## src/rtl/branch_cmp_pred.sv

```systemverilog
// Branch resolution for the ID stage: operand compare, 2-bit PHT predictor
// read by IF and trained by ID, misprediction flag and saturating statistics.
module branch_cmp_pred #(
  parameter int WIDTH    = 32,
  parameter int PHT_BITS = 6,
  parameter int CNT_W    = 32
) (
  input  logic             clk,
  input  logic             reset,
  input  logic [WIDTH-1:0] D1,
  input  logic [WIDTH-1:0] D2,
  input  logic [3:0]       cmp_op,
  input  logic             br_valid,
  input  logic             stall,
  input  logic [31:0]      pc_id,
  input  logic             pred_id,
  input  logic [31:0]      pc_if,
  output logic             taken,
  output logic             pred_taken,
  output logic             mispredict,
  output logic [CNT_W-1:0] br_count,
  output logic [CNT_W-1:0] miss_count
);

  localparam int ENTRIES = 1 << PHT_BITS;

  logic [1:0]          pht_q [ENTRIES];
  logic [1:0]          pht_d [ENTRIES];
  logic [CNT_W-1:0]    br_count_q, br_count_d;
  logic [CNT_W-1:0]    miss_count_q, miss_count_d;
  logic [PHT_BITS-1:0] idx_if, idx_id;
  logic                valid_op, upd, taken_c;
  logic [1:0]          cur_ctr, nxt_ctr;
  logic                unused_pc;

  assign idx_if    = pc_if[PHT_BITS+1:2];
  assign idx_id    = pc_id[PHT_BITS+1:2];
  assign unused_pc = ^{pc_if[31:PHT_BITS+2], pc_if[1:0], pc_id[31:PHT_BITS+2], pc_id[1:0]};

  always_comb begin
    taken_c = 1'b0;
    case (cmp_op)
      4'd1:    taken_c = (D1 == D2);
      4'd2:    taken_c = (D1 != D2);
      4'd3:    taken_c = D1[WIDTH-1] | (D1 == '0);
      4'd4:    taken_c = ~D1[WIDTH-1] & (D1 != '0);
      4'd5:    taken_c = D1[WIDTH-1];
      4'd6:    taken_c = ~D1[WIDTH-1];
      4'd7:    taken_c = ($signed(D1) < $signed(D2));
      4'd8:    taken_c = (D1 < D2);
      default: taken_c = 1'b0;
    endcase
  end

  // Reserved and "none" ops neither train the predictor nor count as branches
  assign valid_op   = (cmp_op != 4'd0) && (cmp_op <= 4'd8);
  assign upd        = br_valid & ~stall & valid_op;
  assign taken      = taken_c;
  assign mispredict = upd & (taken_c != pred_id);
  assign pred_taken = pht_q[idx_if][1];

  always_comb begin
    cur_ctr = pht_q[idx_id];
    nxt_ctr = cur_ctr;
    if (taken_c && cur_ctr != 2'b11) begin
      nxt_ctr = cur_ctr + 2'd1;
    end else if (!taken_c && cur_ctr != 2'b00) begin
      nxt_ctr = cur_ctr - 2'd1;
    end
    pht_d = pht_q;
    if (upd) begin
      pht_d[idx_id] = nxt_ctr;
    end
  end

  always_comb begin
    br_count_d   = br_count_q;
    miss_count_d = miss_count_q;
    if (upd && br_count_q != '1) begin
      br_count_d = br_count_q + CNT_W'(1);
    end
    if (mispredict && miss_count_q != '1) begin
      miss_count_d = miss_count_q + CNT_W'(1);
    end
  end

  always_ff @(posedge clk or posedge reset) begin
    if (reset) begin
      for (int i = 0; i < ENTRIES; i++) begin
        pht_q[i] <= 2'b01;
      end
      br_count_q   <= '0;
      miss_count_q <= '0;
    end else begin
      pht_q        <= pht_d;
      br_count_q   <= br_count_d;
      miss_count_q <= miss_count_d;
    end
  end

  assign br_count   = br_count_q;
  assign miss_count = miss_count_q;

endmodule

```

## config.mk

```make
export PLATFORM = sky130hd
export DESIGN_NAME = branch_cmp_pred
export DESIGN_NICKNAME = d
export VERILOG_FILES = /design/src/rtl/branch_cmp_pred.sv
export SDC_FILE = /design/constraint.sdc
export NUM_CORES = 1
export LEC_CHECK = 0
export ABC_CLOCK_PERIOD_IN_PS = 16000
export CORE_AREA = 2 2 142 172
export CTS_BUF_LIST = sky130_fd_sc_hd__clkbuf_2
export DETAILED_ROUTE_END_ITERATION = 8
export DIE_AREA = 0 0 144 174
export PLACE_DENSITY_LB_ADDON = 0.2
export SYNTH_ARGS = -nofsm -noshare
export SYNTH_HDL_FRONTEND = slang
export SYNTH_SLANG_ARGS = --single-unit
```

## constraint.sdc

```tcl
create_clock -name clk -period 16 [get_ports clk]
set_input_delay 2.4 -clock clk [delete_from_list [all_inputs] [get_ports clk]]
set_output_delay 2.4 -clock clk [all_outputs]
set_load 0.005 [all_outputs]
```

==> results.md <==
- Status: completed
- Chip width: ~140 um
- Cell chain of the critical path: clkdlybuf4s50_1, inv_1, ha_1, nand4_1, nor4_1, a211o_1, nand2_1, a211o_2, o21ai_0, nand2_1, nor2_1, clkdlybuf4s50_1
- GRT Resource Usage Total: 0.235
- CTS buffer count: 17
- Crit-path slowest cell: clkdlybuf4s50_1
- Cell taking the most area after synthesis: dfrtp_1
- Crit Path Class: input pin to primary output
- Number of global-route vias before repair: around 8700
- Mapped cell area: 10900 um2
- Clock Skews: ~0.07 ns
- Share of cells above drive strength 1: 0.170
- Placed cells: 1550
- Yosys Warn Count: 0
- Grt total ovfl: 0
- Multi-input gate area in the final layout: roughly 5600 um2
- Area Growth Syn to Fin: 18.6%
- Detailed Routing Iterations Pass 1: 5
- Clock Path Buffers: 2
- Required time of the critical path: about 14 ns
- Reg2reg start: pht_q[66]$_DFFE_PP1P_
- Die area: about 25000 um2
- Worst R2R Path Depth: 12
- Post-Synthesis Cells: approximately 1100
- Power density over the cells: 73.8 nW/um2
- Total wire length: 28400 um
- Die H: 174 um
- Power, Total: about 950 uW
- Final hold vios: 0
- H-tree Lvls: 4
- CTS sink cnt: ~190
- Worst rel slew slack: 0.148
- Fillcell total: 2173
- Via Count: 8766
- Vias per cell: 5.53
- Unique cell type count in the Yosys netlist: slightly below 70
- Crit Path Max Fanout: 9
- GPL Wtd Cong: 0.818
- Reg-to-reg endpoint: pht_q[120]$_DFFE_PP1P_
- ANT nets after route: 0
- Leakage: ~0.0053 uW
- Post-synth ARST share: 1.00
- TritonCTS clock tree: built
- Buffers added on ports: approximately 150
- Site Rows: slightly above 60
- Flops & latches, synth: between 150 and 200
- Final setup TNS: 0 ns
- Initial antenna violation count: 1
- Post_cts resized: 0
- # DRC: 0
- Global-route wire length before repair: between 40000 and 50000 um
- RSZ-0062 raised after global routing: no
- Max incr delay on CP: around 0.55 ns
- F_max: about 0.12 GHz
- Fin nets: between 1000 and 1500
- Register area: slightly below 5000 um2
- R2R Setup Slk: 11.94 ns
- Root Buffer: clkbuf_2
- Mean routed wirelength per cell: between 15 and 20 um
- Post-synth EDFFs: 0
- CP endpoint kind: primary output
- Startpoint types: input pin
- Setup crit end: mispredict
- HPWL after DPL: 19600 um
- Yosys top cell area share: 0.295
- Arr. time, crit path: between 5 and 6 ns
- Area contributors post-synth: dfrtp_1, dfstp_2, nand2_1, mux4_2, ha_1
- Crit. Startpoint: D2[14]
- Worst-margin pin slew: about 1.3 ns
- Hold/Removal Path Class: flip-flop to flip-flop
- Final worst-path cycle share: 0.507
- Cts hold-fix bufs: 0
- Largest net degree at the start of global routing: 122
- Core area: approximately 24000 um2
- Seq/Total Area, Yosys: 0.450
- Clk slew on worst S/H paths: 0.34 ns
- Post-Syn Nets: about 1300
- Max-cap violations: 0
- Worst-Skew Late Latency: 0.78 ns
- Crit path time final: 8.11 ns
- Synth Flop Type: dfrtp_1
- Initial DRC Count: about 440
- Final setup fails: 0
- Starting Density: 0.462
- Final Max Tran Viols: 0
- I/O pins: ~200
- Cell Count, Final, Fillers Out: between 1500 and 2000
- Setup Buffers After CTS: 0
- Avg Inst Size Synth: around 9.8 um2
- Max rail drop VDD: about 54 uV
## synth_stat cells, types with 9 or more instances
| cell | number |
|---|---|
| a21oi_1 | 27 |
| a22oi_1 | 12 |
| a31oi_1 | 17 |
| and2_1 | 9 |
| and3_1 | 17 |
| and4_1 | 10 |
| clkbuf_1 | 12 |
| dfrtp_1 | 128 |
| dfstp_2 | 64 |
| ha_1 | 36 |
| inv_1 | 53 |
| mux2i_1 | 10 |
| mux4_2 | 27 |
| nand2_1 | 237 |
| nand3_1 | 22 |
| nand4_1 | 28 |
| nor2_1 | 43 |
| nor3_1 | 21 |
| nor3b_1 | 9 |
| nor4_1 | 15 |
| o21ai_0 | 73 |
| o21ai_1 | 10 |
| o21ai_2 | 49 |
| xnor2_1 | 34 |
| xor2_1 | 30 |
## cell usage in the layout (no fill, tap or decap), types with 7 or more instances in the layout
| cell type | count |
|---|---|
| dfrtp_1 | 128 |
| inv_1 | 52 |
| mux2_2 | 8 |
| a21oi_1 | 27 |
| nor4_1 | 15 |
| a32oi_1 | 7 |
| mux2i_1 | 10 |
| o21ai_2 | 49 |
| ha_1 | 36 |
| nand2_1 | 237 |
| and3_1 | 17 |
| xnor2_1 | 34 |
| mux4_2 | 27 |
| nand4_1 | 28 |
| dfstp_2 | 64 |
| nand3_1 | 22 |
| nor3b_1 | 9 |
| nor2_1 | 43 |
| and2_1 | 9 |
| nor2b_1 | 7 |
| o21ai_1 | 10 |
| o21ai_0 | 73 |
| nor3_2 | 7 |
| xor2_1 | 30 |
| nor3_1 | 15 |
| and4_1 | 10 |
| clkdlybuf4s50_1 | 150 |
| a31oi_1 | 17 |
| clkbuf_2 | 18 |
| buf_4 | 10 |
| a22oi_1 | 12 |
## critical path, delay by kind of cell
family	cells	cell delay (ns)
AOI/OAI and AO/OA	3	0.80
buffers and inverters	3	1.04
and+or+nand+nor	5	1.16
adders and majority gates	1	0.30
## state kept, by name (all words and copies together) (netlist names)
name / count
pht_q: 128
miss_count: 32
br_count: 32
## where the power goes
group | switching [uW] | internal (uW) | leakage (uW) | total, uW
Combinational | 95.1 | 78.1 | 0.00274 | 173
Sequential | 22.1 | 514 | 0.00241 | 536
Clock | 191 | 51.5 | 0.000147 | 242
## kinds of logic after synthesis
logic type / Yosys count / share of synthesized area
adder cells (fa/ha/maj): 36 / 0.0415
XOR/XNOR: 65 / 0.0541
buffers and inverters: 99 / 0.0413
multiplexers: 48 / 0.0774
flip-flops: 192 / 0.450
AND/OR/NAND/NOR: 444 / 0.194
AO/OA/AOI/OAI: 229 / 0.142
## stage by stage
stage | setup WS (ns) | utilization | hold WS, ns | cell area (um2)
after floorplan | 8.48 | - | 0.442 | 10900
after global placement | 7.84 | 0.538 | 0.448 | 12700
after detailed placement | 7.88 | 0.538 | 0.453 | 12700
after CTS | 7.87 | 0.548 | 0.481 | 12900
after global routing | 7.63 | 0.548 | 0.493 | 12900
final | 7.89 | 0.548 | 0.478 | 12900
## final cells by class
cell class | instances | share of cell area
multi-input cells | 822 | 0.432
clock buffers | 18 | 0.00699
well taps | 320 | 0.0311
flip-flops and latches | 192 | 0.379
diodes | 2 | 0.000388
inverters | 55 | 0.0166
repair buffers | 161 | 0.123
clock inverters | 14 | 0.0112
## layer usage
layer | vias to the layer above | share of wire | GRT usage
met1 | 4220 | 0.42 | 0.307
li1 | 4246 | - | -
met3 | 61 | 0.051 | 0.0405
met2 | 239 | 0.50 | 0.388
met4 | 0 | 0.031 | 0.0923
met5 | - | 0 | 0
## worst min path at each step
| stage | from | slack [ns] | endpoint | cells after the start |
|---|---|---|---|---|
| 2_1_floorplan | pht_q[80]$_DFFE_PP1P_ | 0.44 | pht_q[80]$_DFFE_PP1P_ | 2 |
| 3_3_place_gp | pht_q[90]$_DFFE_PP1P_ | 0.45 | pht_q[90]$_DFFE_PP1P_ | 2 |
| 3_5_place_dp | pht_q[82]$_DFFE_PP1P_ | 0.45 | pht_q[82]$_DFFE_PP1P_ | 2 |
| 4_1_cts | pht_q[82]$_DFFE_PP1P_ | 0.48 | pht_q[82]$_DFFE_PP1P_ | 2 |
| 5_1_grt | pht_q[82]$_DFFE_PP1P_ | 0.49 | pht_q[82]$_DFFE_PP1P_ | 2 |
| 6_report | pht_q[90]$_DFFE_PP1P_ | 0.48 | pht_q[90]$_DFFE_PP1P_ | 2 |
Note: power is estimated with default switching activity, not from simulation.
